`src/rtl/aud_sample_fifo.sv`:
```
`default_nettype none
// ============================================================================
//  Module      : aud_sample_fifo
//  Description : Stereo {left,right} sample FIFO feeding the I2S transmitter.
//                Valid/ready push side, single-cycle request pop side with
//                held outputs, registered fill level / low watermark and
//                sticky underrun / overflow status.
//  Revision    : 1.0 - initial release
// ============================================================================
module aud_sample_fifo #(
  parameter int DEPTH  = 16,
  parameter int LOW_WM = 4
) (
  input  logic                     i_aud_clk,
  input  logic                     i_aud_reset,
  input  logic                     i_wr_valid,
  input  logic [15:0]              i_wr_left,
  input  logic [15:0]              i_wr_right,
  output logic                     o_wr_ready,
  input  logic                     i_req,
  output logic [15:0]              o_left,
  output logic [15:0]              o_right,
  output logic [$clog2(DEPTH):0]   o_level,
  output logic                     o_low,
  output logic                     o_underrun,
  output logic                     o_overflow,
  input  logic                     i_clr_status
);

  localparam int c_AW = $clog2(DEPTH);
  localparam int c_LW = c_AW + 1;
  localparam logic [c_LW-1:0] c_FULL = c_LW'(DEPTH);
  localparam logic [c_LW-1:0] c_LOW  = c_LW'(LOW_WM);

  // Pair storage, {left,right}; contents need no reset since the pointers
  // and level define what is valid.
  logic [31:0]      mem_q [DEPTH];

  logic [c_AW-1:0]  wr_ptr_q, wr_ptr_d;
  logic [c_AW-1:0]  rd_ptr_q, rd_ptr_d;
  logic [c_LW-1:0]  level_q, level_d;
  logic             low_q, low_d;
  logic [15:0]      left_q, left_d;
  logic [15:0]      right_q, right_d;
  logic             underrun_q, underrun_d;
  logic             overflow_q, overflow_d;

  logic             w_full;
  logic             w_empty;
  logic             w_push;
  logic             w_pop;
  logic [31:0]      w_rd_pair;

  // Handshake qualification from the registered level only, so a pop in the
  // same cycle never opens a slot for a push while full.
  always_comb begin
    w_full    = (level_q == c_FULL);
    w_empty   = (level_q == '0);
    w_push    = i_wr_valid && !w_full;
    w_pop     = i_req && !w_empty;
    w_rd_pair = mem_q[rd_ptr_q];
  end

  // Next-state for pointers, level, held output pair and sticky status.
  always_comb begin
    wr_ptr_d   = wr_ptr_q;
    rd_ptr_d   = rd_ptr_q;
    level_d    = level_q;
    left_d     = left_q;
    right_d    = right_q;

    if (w_push) begin
      wr_ptr_d = wr_ptr_q + 1'b1;
    end
    if (w_pop) begin
      rd_ptr_d = rd_ptr_q + 1'b1;
    end

    case ({w_push, w_pop})
      2'b10:   level_d = level_q + 1'b1;
      2'b01:   level_d = level_q - 1'b1;
      default: level_d = level_q;
    endcase

    low_d = (level_d <= c_LOW);

    // An empty request mutes rather than repeating the stale sample.
    if (i_req) begin
      left_d  = w_empty ? 16'h0000 : w_rd_pair[31:16];
      right_d = w_empty ? 16'h0000 : w_rd_pair[15:0];
    end

    // Set beats clear when both happen in the same cycle.
    underrun_d = (i_req && w_empty)      || (underrun_q && !i_clr_status);
    overflow_d = (i_wr_valid && w_full)  || (overflow_q && !i_clr_status);
  end

  // Pair storage write port.
  always_ff @(posedge i_aud_clk) begin
    if (w_push) begin
      mem_q[wr_ptr_q] <= {i_wr_left, i_wr_right};
    end
  end

  // Control and status registers with synchronous reset.
  always_ff @(posedge i_aud_clk) begin
    if (i_aud_reset) begin
      wr_ptr_q   <= '0;
      rd_ptr_q   <= '0;
      level_q    <= '0;
      low_q      <= 1'b1;
      left_q     <= 16'h0000;
      right_q    <= 16'h0000;
      underrun_q <= 1'b0;
      overflow_q <= 1'b0;
    end else begin
      wr_ptr_q   <= wr_ptr_d;
      rd_ptr_q   <= rd_ptr_d;
      level_q    <= level_d;
      low_q      <= low_d;
      left_q     <= left_d;
      right_q    <= right_d;
      underrun_q <= underrun_d;
      overflow_q <= overflow_d;
    end
  end

  // Output mapping.
  always_comb begin
    o_wr_ready = !w_full;
    o_left     = left_q;
    o_right    = right_q;
    o_level    = level_q;
    o_low      = low_q;
    o_underrun = underrun_q;
    o_overflow = overflow_q;
  end

endmodule
`default_nettype wire

```
`config.mk`:
```
export PLATFORM = sky130hd
export DESIGN_NAME = aud_sample_fifo
export DESIGN_NICKNAME = d
export VERILOG_FILES = /design/src/rtl/aud_sample_fifo.sv
export SDC_FILE = /design/constraint.sdc
export NUM_CORES = 1
export LEC_CHECK = 0
export ABC_AREA = 1
export CAP_MARGIN = 20
export CORE_UTILIZATION = 65
export DETAILED_ROUTE_END_ITERATION = 6
export MAX_ROUTING_LAYER = met4
export PLACE_DENSITY_LB_ADDON = 0.1
export SLEW_MARGIN = 10
export SYNTH_ARGS = -nofsm -noshare
export SYNTH_HDL_FRONTEND = slang
export SYNTH_SLANG_ARGS = --single-unit
export TNS_END_PERCENT = 10
```
`constraint.sdc`:
```
create_clock -name i_aud_clk -period 8.2 [get_ports i_aud_clk]
set_input_delay 0.82 -clock i_aud_clk [delete_from_list [all_inputs] [get_ports i_aud_clk]]
set_output_delay 0.82 -clock i_aud_clk [all_outputs]
set_load 0.01 [all_outputs]
```
After elaboration in Yosys (flattened, before gate mapping):

Memories as Yosys holds them, arrays and structs flattened. A register that Yosys moved wholly into a read port is not among the register bits.
Cells that the tools add are included.

* flip-flop bits (word level): 48
* memory bits (writable): 512
* input port bits: 37
* output and inout bits: 41
* word-level logic and storage cells: 36
* memories kept: 1

Memory list
* mem_q: depth 16, bits a word 32, read ports 1, clocked after Yosys merged registers in 1, write ports 1, line 37 `logic [31:0] mem_q [DEPTH];`

* add/subtract/negate cells: 4
* magnitude comparators: 1
* equal/unequal tests: 3
* mux-type cells: 7
* reduce and logical (&&, ||, !) cells: 12

Operator list (number)
* $mux 16: 2
* $pmux 5 s2: 1
* $add 4x1->4 const B: 2
* $mux 4: 2
* $logic_and 1x1->1: 6
* $add 5x1->5 const B: 1
* $eq 5x5->1 const B: 1
* $le 5x3->1 const B: 1
* $logic_not 5->1: 1
* $sub 5x1->5 const B: 1
* $logic_not 1->1: 3
* $eq 2x1->1 const B: 1
* $eq 2x2->1 const B: 1
* $logic_or 1x1->1: 2
* $mux 1: 2

Longest topological paths before layout:

Gate-level depths: netlist of the first run.

* depth after elaboration: 6
* depth in mapped cells: 19
* depth with buffers taken out: 19

Least setup slack after synthesis of the first run:

OpenSTA, ideal clock, no wires.

* kind: input to register
* start point: in i_wr_valid
* end point: mem mem_q[11][0] (enable)
* setup time: 421 ps
* arrival time: 2490 ps
* data required time: 7779 ps
* setup slack: 5289 ps
* stages on the path: 4
* path buffers: 0
* cells stage by stage: nand2_4 > inv_1 > nand2_1 > nor2_1

* longest elaborated chain between the ends: 3

Ends and longest elaborated chain
* start, declared: line 16 `input logic i_wr_valid,`
* $logic_and 1x1->1: line 59 `w_push = i_wr_valid && !w_full;`
* $mux 1: line 100 `if (w_push) begin`
* $mux 1 (implied by the code): line 101 `mem_q[wr_ptr_q] <= {i_wr_left, i_wr_right};`
* end, declared: line 37

Every way passes these cells.

==> flow_summary.json, run 1 <==
{
  "max_freq_mhz": 308.8,
  "ys_seq_area_share_pct": 72.92,
  "wl_met1_um": 20170,
  "grt_max_degree": 85,
  "hold_end": "o_overflow",
  "area.growth.synth_to_final_pct": 12.69,
  "p_leak_nw": 8.592,
  "num_antenna_cells": 0,
  "clk_pin_slew_ns": 0.06,
  "vias": 13433,
  "maxCapViolCount": 0,
  "wl_met3_um": 3333,
  "power_density_nw_per_um2": 296.4,
  "via_per_inst": 6.035,
  "hpwl_um": 25290,
  "grt_usage_pct": 28.86,
  "cts_sinks": 564,
  "hold_viol_final": 0,
  "period_share_pct": 39.49,
  "numPortBuffers": 77,
  "core_sq_um": 33780,
  "cts_resized": 0,
  "clk_latency_ns": 0.57,
  "rr_worst_depth": 8,
  "worst_hold_path.num_cells": 2,
  "fillers": 2106,
  "synth_seq_cells": 564,
  "setup_violations": 0,
  "fin_setup_tns_ns": 0,
  "r2r_slack_ns": 4.96,
  "cp-start-kind": "register",
  "die_h_um": 188.1,
  "wl_um": 48620,
  "cts.path.max_buffers": 3,
  "synth_top_cell_by_area": "edfxtp_1",
  "grt_overflow": 0,
  "die_w_um": 188.1,
  "synthCells": 1670,
  "endpoint_kind": "register",
  "worstPathArrival_ns": 3.65,
  "fin_util_pct": 75.09,
  "initial_core_util_pct": 66.64,
  "syn_area_per_cell_sq_um": 13.48,
  "routedWlPerCell_um": 21.84,
  "worstPathRequired_ns": 8.62,
  "min_path_type": "register to register",
  "top_layer": "met4",
  "drc": 0,
  "worstMarginPinSlew_ns": 1.041,
  "met2_length_um": 23990,
  "nets": 1776,
  "path_class": "register to register",
  "grt_first_pass_wirelength_um": 75110,
  "synth_top_area_share_pct": 68.29,
  "first_global_vias": 13226,
  "cts-root-buf": "clkbuf_16",
  "ctsHtreeMaxLevel": 2,
  "first_iter_violations": 1562,
  "die-area_sq_um": 35380,
  "seq_area_sq_um": 16430,
  "numCtsBuffers": 54,
  "max_slew_margin_pct": 30.58,
  "ys.warnings.count": 0,
  "synth_nets": 1714,
  "reg2reg_to": "o_right[0]",
  "finalMaxSlewViolations": 0,
  "worstHoldStart": "o_overflow",
  "final_antenna_net_count": 0,
  "fp-row-count": 67,
  "postCtsSetupBuffers": 0,
  "outcome": "complete, no violations",
  "synth_area_sq_um": 22510,
  "synth_cell_type_count": 32,
  "gp_congestion": 0.8325,
  "finClkSkew_ns": 0.01679,
  "irDropWorstVdd_mv": 0.2788,
  "hold_buffers": 0,
  "rsz0062_at_grt": "false",
  "cts_tree": "built",
  "synthTopCellsByArea": "edfxtp_1, mux2i_1, o21ai_1",
  "io_pins": 78,
  "layout-drive-gt1-share_pct": 7.874,
  "critPathMaxFanout": 84,
  "multi_input_comb_area_sq_um": 5051,
  "drt_pass1_iterations": 5,
  "period_needed_ns": 3.238,
  "grt_antenna_before_repair": 0
}
Yosys cell counts (all sizes together):
cell type  instances
dfxtp             52
nand4              4
buf               53
mux2i            128
inv              154
o21ai            291
nand3             16
xor2               2
clkbuf            48
edfxtp           512
nand2            109
ha                 7
o211ai            36
a31o               1
nand3b             1
o221ai             1
o22ai             29
nor2              54
a21oi            172
layout make-up:
type                    count  share of cell area (%)
clock buffers              72                   6.002
clock inverters            30                  0.6461
inverters                 154                   2.288
multi-input cells         851                   19.91
flip-flops and latches    564                   64.75
well taps                 448                   2.210
repair buffers            107                   4.192
cells in the final DEF, fill, tap and decap left out, drive strengths merged:
master,instances
a21oi,172
a31o,1
buf,31
bufinv,1
clkbuf,72
clkdlybuf4s50,76
clkinv,25
clkinvlp,4
dfxtp,52
edfxtp,512
ha,7
inv,154
mux2i,128
nand2,109
nand3,16
nand3b,1
nand4,4
nor2,54
o211ai,36
o21ai,291
o221ai,1
o22ai,29
xor2,2
per-layer routing:
metal,global-route usage (%),vias up
met2,46.22,509
met1,38.73,6609
met3,4.024,83
met5,-,-
met4,8.974,0
li1,-,6232
worst max-delay path: stages (launching register included):
cell and delay (ns):
dfxtp_4 0.40, buf_4 0.78, buf_4 0.77, mux2i_1 0.43, o21ai_1 0.11, o21ai_1 0.17
o22ai_1 0.09, nand2_1 0.11, a21oi_1 0.10
power breakdown:
part | internal [W] | switching (W)
Clock | 0.00133 | 0.00101
Sequential | 0.00327 | 0.0000765
Combinational | 0.000691 | 0.00114
Total | 0.00529 | 0.00223
per-stage QoR:
step / hold slack, ns / area, sq um / std cells / setup WS [ns] / total power, W
after floorplan: 0.4694 / 22510 / 1670 / 5.289 / 0.004747
after global placement: 0.4516 / 23580 / 2120 / 4.705 / 0.005160
after detailed placement: 0.4563 / 23580 / 2120 / 4.577 / 0.005203
after CTS: 0.4654 / 25270 / 2222 / 5.042 / 0.007519
after global routing: 0.4854 / 25370 / 2226 / 4.796 / 0.007855
final: 0.4635 / 25370 / 2226 / 4.962 / 0.007520
sequential cells by signal, summed over array words and instances, names as in the netlist, named ones only:
register,count
mem_q,512
o_left,16
o_level,5
o_low,1
o_overflow,1
o_right,16
o_underrun,1
rd_ptr_q,4
wr_ptr_q,4
logic make-up after synthesis:
family,share of synthesized area [%]
AO/OA/AOI/OAI,12.42
XOR/XNOR,0.07782
adder cells (fa/ha/maj),0.3890
buffers and inverters,5.180
flip-flops,72.92
multiplexers,5.691
AND/OR/NAND/NOR,3.329
worst max path at each step:
stage / slack [ns] / cells past startpoint / end / start
4_1_cts: 5.04 / 8 / o_right[0] / register
3_5_place_dp: 4.58 / 17 / o_low / i_req
5_1_grt: 4.80 / 8 / o_right[0] / register
2_1_floorplan: 5.29 / 4 / mem_q[11][0] / i_wr_valid
3_3_place_gp: 4.70 / 17 / o_low / i_req
6_report: 4.96 / 8 / o_right[0] / register
No activity file was read; power rests on OpenSTA's default activity.
==> run 2: changes to the inputs <==
--- a/config.mk
+++ b/config.mk
@@ -7,7 +7,7 @@
 export LEC_CHECK = 0
 export ABC_AREA = 1
 export CAP_MARGIN = 20
-export CORE_UTILIZATION = 65
+export CORE_UTILIZATION = 55
 export DETAILED_ROUTE_END_ITERATION = 6
 export MAX_ROUTING_LAYER = met4
 export PLACE_DENSITY_LB_ADDON = 0.1
==> constraint.sdc (replaced) <==
create_clock -name i_aud_clk -period 2.71 [get_ports i_aud_clk]
set_input_delay 0.271 -clock i_aud_clk [delete_from_list [all_inputs] [get_ports i_aud_clk]]
set_output_delay 0.271 -clock i_aud_clk [all_outputs]
set_load 0.01 [all_outputs]
==> run 2 against run 1 <==
Effect of this change:
- clock power grew to 3.3 times the previous value
- die area is 18% higher
- non-clock buffer count is 25 higher
- critical endpoint is now o_low
- final cell count is 4.7% higher
- global-route usage is 3.1 points lower
- critical path type unchanged
- utilization is 10 points lower
- clock skew is 0.0022 ns higher
- count of clock-buffer cells in the layout stayed put
- maximum frequency is 42% higher
- highest routed layer unchanged
- final area is 2.5% higher
- critical path depth is 11 higher
==> flow_summary.json, run 2 (synthesis results as in run 1) <==
{
  "reg2reg_to": "o_low",
  "r2r_slack_ns": 0.44,
  "worstHoldStart": "i_aud_reset",
  "layout-drive-gt1-share_pct": 9.468,
  "grt_max_degree": 117,
  "num_antenna_cells": 0,
  "initial_core_util_pct": 56.27,
  "first_global_vias": 13083,
  "fp-row-count": 73,
  "cts_tree": "built",
  "io_pins": 78,
  "pre_cts_slack_ns": 0.3682,
  "top_usage_layer": "met2",
  "grtUsageMet1_pct": 35.11,
  "ctsHtreeMaxLevel": 2,
  "finalWorstSetupSlack_ns": 0.4359,
  "hpwl_um": 28310,
  "period_needed_ns": 2.274,
  "irDropWorstVdd_mv": 0.8071,
  "numPortBuffers": 77,
  "gr-usage-met2_pct": 40.58,
  "first_iter_violations": 1154,
  "worstPathArrival_ns": 2.77,
  "grt_overflow": 0,
  "multi_input_comb_area_sq_um": 5051,
  "hold_buffers": 0,
  "outcome": "complete, no violations",
  "largest_reg_flops": 512,
  "final_antenna_net_count": 0,
  "die_h_um": 204.3,
  "finClkSkew_ns": 0.01902,
  "maxCapViolCount": 0,
  "clk_latency_ns": 0.61,
  "cts_sinks": 564,
  "rr_worst_depth": 19,
  "cts_resized": 0,
  "numCtsBuffers": 56,
  "routedWlPerCell_um": 21.72,
  "grt_antenna_before_repair": 0,
  "max_slew_margin_pct": 48.54,
  "area.growth.synth_to_final_pct": 15.48,
  "cp-start-kind": "register",
  "grt_first_pass_wirelength_um": 77720,
  "rsz0062_at_grt": "false",
  "gp_congestion": 0.8136,
  "worstPathRequired_ns": 3.20,
  "period_share_pct": 83.92,
  "nets": 1803,
  "p_total_w": 0.02368,
  "hold_end": "wr_ptr_q[3]",
  "p_leak_nw": 8.856,
  "via_per_inst": 5.741,
  "worst_hold_path.num_cells": 4,
  "grt_usage_pct": 25.73,
  "rr_startpoint": "o_level[1]",
  "min_path_type": "primary input to register",
  "fillers": 2932,
  "drc": 0,
  "seq_area_sq_um": 16430,
  "max_freq_mhz": 439.7,
  "endpoint_kind": "register",
  "cts-root-buf": "clkbuf_16",
  "setup_violations": 0,
  "fin_util_pct": 64.98,
  "cts.path.max_buffers": 3,
  "die-area_sq_um": 41740,
  "critPathMaxFanout": 7,
  "core_sq_um": 40010,
  "path_class": "register to register",
  "postCtsSetupBuffers": 0,
  "final_common_cell": "edfxtp_1",
  "clk_pin_slew_ns": 0.07,
  "hold_viol_final": 0,
  "vias": 13382,
  "grt_use_met3_pct": 4.129,
  "die_w_um": 204.3,
  "wl_um": 50640,
  "largest-register": "mem_q",
  "worstMarginPinSlew_ns": 0.7708,
  "finalMaxSlewViolations": 0,
  "final_cell_mix": "edfxtp_1, o21ai_1, a21oi_1, inv_1, mux2i_1",
  "drt_pass1_iterations": 6,
  "power_density_nw_per_um2": 911.0
}
-- run 2: cell types whose count changed in the layout (fill, tap and decap cells not counted), sizes merged --
cell,before,now
bufinv,1,6
buf,31,56
clkinvlp,4,3
clkinv,25,24
-- run 2: layer usage --
metal	routed length, um	up-vias	share of wire (%)
li1	-	6296	-
met1	22330	6570	44
met2	24180	433	48
met3	3049	83	6.0
met4	1085	0	2.1
met5	0	-	0
-- run 2: metrics by stage --
| stage | instance area [sq um] | hold WS, ns | TNS [ns] | cells |
|---|---|---|---|---|
| 3_5_place_dp | 24140 | 0.4568 | 0 | 2226 |
| 5_1_grt | 26000 | 0.1302 | 0 | 2331 |
| 2_1_floorplan | 22510 | 0.3699 | -22.07 | 1670 |
| 6_report | 26000 | 0.1150 | 0 | 2331 |
| 3_3_place_gp | 24140 | 0.4519 | 0 | 2226 |
| 4_1_cts | 26000 | 0.08936 | 0 | 2331 |
-- run 2: worst max-delay path by stage --
| stage | cells past startpoint | slack (ns) | start | endpoint |
|---|---|---|---|---|
| 3_3_place_gp | 17 | 0.40 | i_req | o_low |
| 4_1_cts | 19 | 0.45 | o_level[1] | o_low |
| 2_1_floorplan | 6 | -0.06 | o_level[0] | mem_q[11][0] |
| 5_1_grt | 18 | 0.19 | o_level[1] | o_low |
| 6_report | 19 | 0.44 | o_level[1] | o_low |
| 3_5_place_dp | 17 | 0.37 | i_req | o_low |
-- run 2: critical path: stages (launching register included) --
cell,delay (ns)
dfxtp_1,0.36
nor2_2,0.23
nand3_1,0.12
nand2_2,0.11
inv_2,0.08
nand2_2,0.10
nand2_1,0.06
nand2_1,0.10
inv_1,0.05
ha_1,0.17
a21oi_1,0.19
inv_1,0.07
nand3_1,0.11
nand2_1,0.06
nand2_1,0.05
o211ai_1,0.10
inv_2,0.08
nand2_1,0.04
nand2_1,0.06
nor2_1,0.05
-- run 2: cell type report --
| cell class | count | share of cell area, % |
|---|---|---|
| flip-flops and latches | 564 | 63.19 |
| well taps | 525 | 2.527 |
| multi-input cells | 851 | 19.43 |
| inverters | 154 | 2.233 |
| repair buffers | 132 | 5.496 |
| clock buffers | 72 | 5.900 |
| clock inverters | 33 | 1.227 |
-- run 2: report_power, final --
group,switching (W),internal [W]
clock,0.00322,0.00455
sequential,0.000242,0.00989
combinational,0.00350,0.00228
total,0.00696,0.0167
